$ cat config.mk
export PLATFORM = sky130hd
export DESIGN_NAME = vga_scanout
export DESIGN_NICKNAME = d
export VERILOG_FILES = /design/src/rtl/vga_scanout.sv
export SDC_FILE = /design/constraint.sdc
export NUM_CORES = 1
export LEC_CHECK = 0
export CORE_ASPECT_RATIO = 1.4
export CORE_MARGIN = 2
export CORE_UTILIZATION = 30
export DETAILED_ROUTE_END_ITERATION = 8
export SLEW_MARGIN = 20
export SYNTH_ARGS = -nofsm -noshare
export SYNTH_HDL_FRONTEND = slang
export SYNTH_SLANG_ARGS = --single-unit
$ cat constraint.sdc
create_clock -name clk -period 2 [get_ports clk]
set_input_delay 0.3 -clock clk [delete_from_list [all_inputs] [get_ports clk]]
set_output_delay 0.3 -clock clk [all_outputs]
set_load 0.01 [all_outputs]
$ cat src/rtl/vga_scanout.sv
// Raster timing generator for the VGA display path: pixel prescaler, h/v counters,
// and a one-pixel-period registered RGB/sync output stage with a frame tick.
module vga_scanout #(
    parameter int H_ACTIVE = 640,
    parameter int H_FP     = 16,
    parameter int H_SYNC   = 96,
    parameter int H_BP     = 48,
    parameter int V_ACTIVE = 480,
    parameter int V_FP     = 10,
    parameter int V_SYNC   = 2,
    parameter int V_BP     = 33,
    parameter int PIX_DIV  = 1
) (
    input  logic       clk,
    input  logic       reset,
    output logic [9:0] colPos,
    output logic [9:0] rowPos,
    output logic       on,
    input  logic [5:0] color,
    output logic [1:0] vga_r,
    output logic [1:0] vga_g,
    output logic [1:0] vga_b,
    output logic       hsync_n,
    output logic       vsync_n,
    output logic       frame_tick
);

    localparam int H_TOTAL = H_ACTIVE + H_FP + H_SYNC + H_BP;
    localparam int V_TOTAL = V_ACTIVE + V_FP + V_SYNC + V_BP;
    localparam int PDW     = (PIX_DIV > 1) ? $clog2(PIX_DIV) : 1;

    localparam logic [PDW-1:0] PDIV_LAST = PDW'(PIX_DIV - 1);
    localparam logic [PDW-1:0] PDIV_ONE  = PDW'(1);
    localparam logic [9:0]     H_LAST    = 10'(H_TOTAL - 1);
    localparam logic [9:0]     V_LAST    = 10'(V_TOTAL - 1);
    localparam logic [9:0]     H_ACT     = 10'(H_ACTIVE);
    localparam logic [9:0]     V_ACT     = 10'(V_ACTIVE);
    // Sync windows compared at 11 bits so an end bound of 1024 cannot alias to 0.
    localparam logic [10:0]    HS_BEG    = 11'(H_ACTIVE + H_FP);
    localparam logic [10:0]    HS_END    = 11'(H_ACTIVE + H_FP + H_SYNC);
    localparam logic [10:0]    VS_BEG    = 11'(V_ACTIVE + V_FP);
    localparam logic [10:0]    VS_END    = 11'(V_ACTIVE + V_FP + V_SYNC);

    logic [PDW-1:0] pdiv_q, pdiv_d;
    logic [9:0]     hcnt_q, hcnt_d;
    logic [9:0]     vcnt_q, vcnt_d;
    logic [5:0]     rgb_q, rgb_d;
    logic           hs_q, hs_d;
    logic           vs_q, vs_d;

    logic           pix_en_s;
    logic           on_s;
    logic           line_end_s;
    logic           hs_act_s;
    logic           vs_act_s;

    // Decode enables and windows from the current counter registers.
    always_comb begin
        pix_en_s   = (pdiv_q == PDIV_LAST);
        on_s       = (hcnt_q < H_ACT) && (vcnt_q < V_ACT);
        line_end_s = (hcnt_q == H_LAST);
        hs_act_s   = ({1'b0, hcnt_q} >= HS_BEG) && ({1'b0, hcnt_q} < HS_END);
        vs_act_s   = ({1'b0, vcnt_q} >= VS_BEG) && ({1'b0, vcnt_q} < VS_END);
    end

    // Next state: everything except the prescaler advances only on a pixel enable.
    always_comb begin
        pdiv_d = pdiv_q;
        hcnt_d = hcnt_q;
        vcnt_d = vcnt_q;
        rgb_d  = rgb_q;
        hs_d   = hs_q;
        vs_d   = vs_q;
        if (pix_en_s) begin
            pdiv_d = '0;
            if (line_end_s) begin
                hcnt_d = 10'd0;
                if (vcnt_q == V_LAST) begin
                    vcnt_d = 10'd0;
                end else begin
                    vcnt_d = vcnt_q + 10'd1;
                end
            end else begin
                hcnt_d = hcnt_q + 10'd1;
                vcnt_d = vcnt_q;
            end
            rgb_d = on_s ? color : 6'd0;
            hs_d  = ~hs_act_s;
            vs_d  = ~vs_act_s;
        end else begin
            pdiv_d = pdiv_q + PDIV_ONE;
        end
    end

    // State and output-stage registers with asynchronous reset.
    always_ff @(posedge clk or posedge reset) begin
        if (reset) begin
            pdiv_q <= '0;
            hcnt_q <= 10'd0;
            vcnt_q <= 10'd0;
            rgb_q  <= 6'd0;
            hs_q   <= 1'b1;
            vs_q   <= 1'b1;
        end else begin
            pdiv_q <= pdiv_d;
            hcnt_q <= hcnt_d;
            vcnt_q <= vcnt_d;
            rgb_q  <= rgb_d;
            hs_q   <= hs_d;
            vs_q   <= vs_d;
        end
    end

    assign colPos     = hcnt_q;
    assign rowPos     = vcnt_q;
    assign on         = on_s;
    assign vga_r      = rgb_q[5:4];
    assign vga_g      = rgb_q[3:2];
    assign vga_b      = rgb_q[1:0];
    assign hsync_n    = hs_q;
    assign vsync_n    = vs_q;
    assign frame_tick = (hcnt_q == 10'd0) && (vcnt_q == V_ACT) && pix_en_s;

endmodule

# Word-level counts from Yosys, hierarchy flattened
# Index checks and enable logic that the tools add are counted.
# W data, S select, Z words.
totals:
  out_inout_bits: 30
  elab_cells: 32
  n_memories: 0
  in_bits: 8
  ram_bits: 0
  latchBits: 0
  rom_bits: 0
  ff_bits: 29
classes:
  shift: 0
  n_reduce_logical: 7
  n_bitwise: 3
  mul: 0
  addsub: 3
  eq_ne: 3
  n_div: 0
  n_lt_le_gt_ge: 6
  mux: 4
op_table:
  columns: ["operator", "count"]
  rows:
  - ["$add A10 B1 Y10 const B", 2]
  - ["$eq A10 B10 Y1 const B", 2]
  - ["$lt A10 B10 Y1 const B", 2]
  - ["$lt A10 B9 Y1 const B", 2]
  - ["$mux W10", 2]
  - ["$eq A10 B9 Y1 const B", 1]
  - ["$ge A10 B10 Y1 const B", 1]
  - ["$ge A10 B9 Y1 const B", 1]
  - ["$logic_not A10 Y1", 1]
  - ["$mux W6", 1]
  - ["$logic_and A1 B1 Y1", 5]
  - ["$not A1 Y1", 3]
  - ["$reduce_and A2 Y1", 1]
  - ["$add A1 B1 Y1 const B", 1]
  - ["$mux W1", 1]

# Longest topological paths before layout
depth:
  ltp_word: 3
  mapped_depth: 7
  ltp_nobuf: 6

# Least setup slack after synthesis
# Ideal clock, no wire load.
synth_path:
  path_kind: "reg2reg"
  startpoint: "register hcnt_q[5] (netlist: colPos[5])"
  endpoint: "register hcnt_q[1] (netlist: colPos[1])"
  setup_slack_ns: 0.239
  t_arrival_ns: 1.643
  stages_incl_launch_ff: 6
  period_less_slack_ns: 1.761
  path_buffers: 2
  setup_ns: 0.118
  t_required_ns: 1.882
  path_cell_list: "dfrtp_1 or4b_1 buf_4 nor3_4 buf_6 and2b_1"
synth_via:
  elab_chain_cells: 2
synth_rtl:
  columns: ["item", "line", "rtl"]
  rows:
  - ["from (decl)", "45", "logic [9:0] hcnt_q, hcnt_d;"]
  - ["from (signal assigned)", "106", "hcnt_q <= hcnt_d;"]
  - ["$eq A10 B10 Y1", "61", "line_end_s = (hcnt_q == H_LAST);"]
  - ["$mux W10", "76", "if (line_end_s) begin"]
# Every way passes these cells.
# A chain may end at the register's enable or synchronous reset.

# Worst setup path after layout
layout_path:
  startpoint: "register hcnt_q[7] (netlist: colPos[7])"
  endpoint: "register vcnt_q[6] (netlist: rowPos[6])"
layout_via:
  elab_chain_cells: 2
layout_rtl:
  columns: ["item", "line", "rtl"]
  rows:
  - ["$eq A10 B10 Y1", "61", null]
  - ["$reduce_and A2 Y1 (no line)", null, null]
  - ["to (signal assigned)", "107", "vcnt_q <= vcnt_d;"]
  - ["to (decl)", "46", "logic [9:0] vcnt_q, vcnt_d;"]
# Every way passes these cells.

==> results.md <==
* Synth Area per Inst at 11.2 sq um
* Crit end category: flip-flop
* Ys flop type: dfrtp_1
* Chip Width at 61.2 microns
* Crit start category: flip-flop
* Post-synth ARST share at 1.00
* Total CTS buffers at 3
* DRC violations left at 0
* CTS tree: done
* Syn_nets at ~140
* Pwr Total at approximately 0.95 mW
* Cell variety after synth at 32
* Ant diodes at 0
* Global-route wire length before repair at 6370 microns
* Post-Route Setup TNS at 0 ps
* Cell taking the most area after synthesis: dfrtp_1
* Fraction of layout cells with a size suffix above 1 at 0.239
* Starting DRT DRC Count at 49
* Hold Buf Count CTS at 0
* R2R Setup Slk at about 110 ps
* Post-synthesis sequential area ratio at 0.512
* Core Box Area at 4460 sq um
* Period utilization at 0.945
* Post-synth EDFFs at 0
* CTS sink count at 28
* Port bufs at 37
* Setup violations, final at 0
* Routed Antenna Nets at 0
* Cell Count Post-Placement at 244
* GRT overflow at 0
* Area grow syn2layout at 51.3%
* Vias in the first global route at 1254
* H-tree depth at 1
* Worst min path class: in -> async
* Worst Path Arrival at around 2100 ps
* Final Hold Fails at 0
* Leading post-synthesis cells by cell area: dfrtp_1 (47%), xnor2_1 (5.7%), dfstp_2 (3.8%)
* Fmax at about 530 MHz
* Max_cap viols at 0
* Reg-to-reg endpoint: rowPos[6]
* Peak VDD IR at 0.304 mV
* Final Wtd Congestion at 0.898
* Maximum number of pins on one net before global-route repair at 29
* Via density at 4.74
* Die area at just over 5000 sq um
* Clock-pin slew on the worst setup and hold paths at about 100 ps
* Pwr/cell area at roughly 460 nW/um^2
* Yosys top cell area share at 0.474
* Crit path required time at roughly 2200 ps
* Post-DP Area at 1980 sq um
* Initial antenna violation count at 0
* Worst-Margin Slew at 372 ps
* Clk_skew at 1.89 ps
* DR pass1 iterations at 4
* Total wire length at 3700 microns
* Leakage power at a little over 0.9 nW
* Worst Setup Slack, final at 110 ps
* Syn Inst Count at 123
* Post-layout min period at 1890 ps
* Die height at 84.0 microns
* Non-Filler Instances at 250
* Worst Path Max Fanout at 7
* Synth Warn # at 0
* Setup CP Type: reg -> reg
* Syn Std Cell Area at 1370 sq um
* WL per Instance at between 10 and 15 microns
* Layout Nets at 201
* Ports at 38
* FF+latch count, synth at 28
* R2R Path Start: colPos[7]
* Maximum clock path buffer count at 2
* Vias post-DR at 1185
* Outcome: completed
* Num rows at 29
* Worst slew margin at 0.752
* Total GRT Usage at 0.165
* Cell count of the worst reg-to-reg path at 5
* Top-count cell post-synth: dfrtp_1
* CTS Root Buffer Type: clkbuf_8
* Skew-Pair Late Insertion Delay at 280 ps
* Fin. max-slew vios at 0
* Pre-CTS WS at -46.2 ps
* Final instance area at 2080 sq um
* Synth cell count leaders: dfrtp_1 (26), nor2_1 (10), nand3_1 (9), xnor2_1 (9), inv_1 (8)
* Initial Utilization at 0.308
* DP HPWL at 2720 microns
* Critical Path Start: colPos[7]
-- sequential cells by signal, indices dropped and copies added (netlist names) --
| signal | cells |
|---|---|
| colPos | 10 |
| rowPos | 10 |
| rgb_q | 6 |
| hsync_n | 1 |
| vsync_n | 1 |
-- critical path, stage by stage, from the launching register on --
cell and delay [ps]:
dfrtp_1 470, or4b_4 580, buf_4 190, nor4_4 230, nand3_1 160, xnor2_1 150
-- layer usage --
layer	track usage	wire length, microns	vias to the layer above
met3	0.0279	157	7
met4	0.0632	70	0
met5	0	0	-
met2	0.271	1980	33
li1	-	-	559
met1	0.209	1490	586
-- power breakdown --
part           switching, mW  internal (mW)
Combinational         0.0201         0.0262
Clock                  0.187          0.144
Sequential           0.00174          0.572
-- cell usage in the layout, fill, tap and decap left out, types with 2 or more instances in the layout --
| cell | instances |
|---|---|
| xnor2_1 | 9 |
| and4_1 | 2 |
| xor2_1 | 5 |
| o21ai_0 | 4 |
| clkbuf_8 | 3 |
| nor4_2 | 3 |
| nand4_1 | 5 |
| buf_4 | 27 |
| nand2_1 | 6 |
| inv_1 | 8 |
| nor2_1 | 10 |
| nor3_1 | 2 |
| dfrtp_1 | 26 |
| and3_1 | 4 |
| nand3_1 | 8 |
| clkdlybuf4s50_1 | 35 |
| ha_1 | 4 |
| dfstp_2 | 2 |
| and2_1 | 7 |
-- metrics by stage --
step / utilization / hold WS [ps]
after floorplan: - / 364
after global placement: 0.445 / 437
after detailed placement: 0.445 / 453
after CTS: 0.461 / 392
after global routing: 0.465 / 425
final: 0.465 / 374
-- how the worst max path moves through the flow --
stage | end | slack (ps) | cells past startpoint
2_1_floorplan | colPos[1] | 240 | 5
3_3_place_gp | frame_tick | -30 | 5
3_5_place_dp | frame_tick | -50 | 5
4_1_cts | frame_tick | 4 | 5
5_1_grt | rowPos[8] | -6 | 5
6_report | rowPos[6] | 110 | 5
-- area by class of cell --
type	instances	area, sq um
clock buffer	4	45.0
fill	419	2390
inverter	8	30.0
multi-input combinational	84	654
sequential	28	703
tap	62	77.6
timing repair buffer	64	567
-- cells by family (layout without fill, tap and decap cells) --
logic type / after synthesis / after routing / share of synthesized area
adder cells (fa/ha/maj): 4 / 4 / 0.0365
flip-flops: 28 / 28 / 0.512
AND/OR/NAND/NOR: 58 / 58 / 0.283
buffers and inverters: 11 / 76 / 0.0392
XOR/XNOR: 14 / 14 / 0.0893
AO/OA/AOI/OAI: 8 / 8 / 0.0401
-- timing repair --
item,CTS,global route
setup buffers,0,2
pin swaps,1,3
resized for setup,6,4
setup endpoints to repair,2,8
hold endpoints to repair,0,0
(Power assumes the default switching activity.)
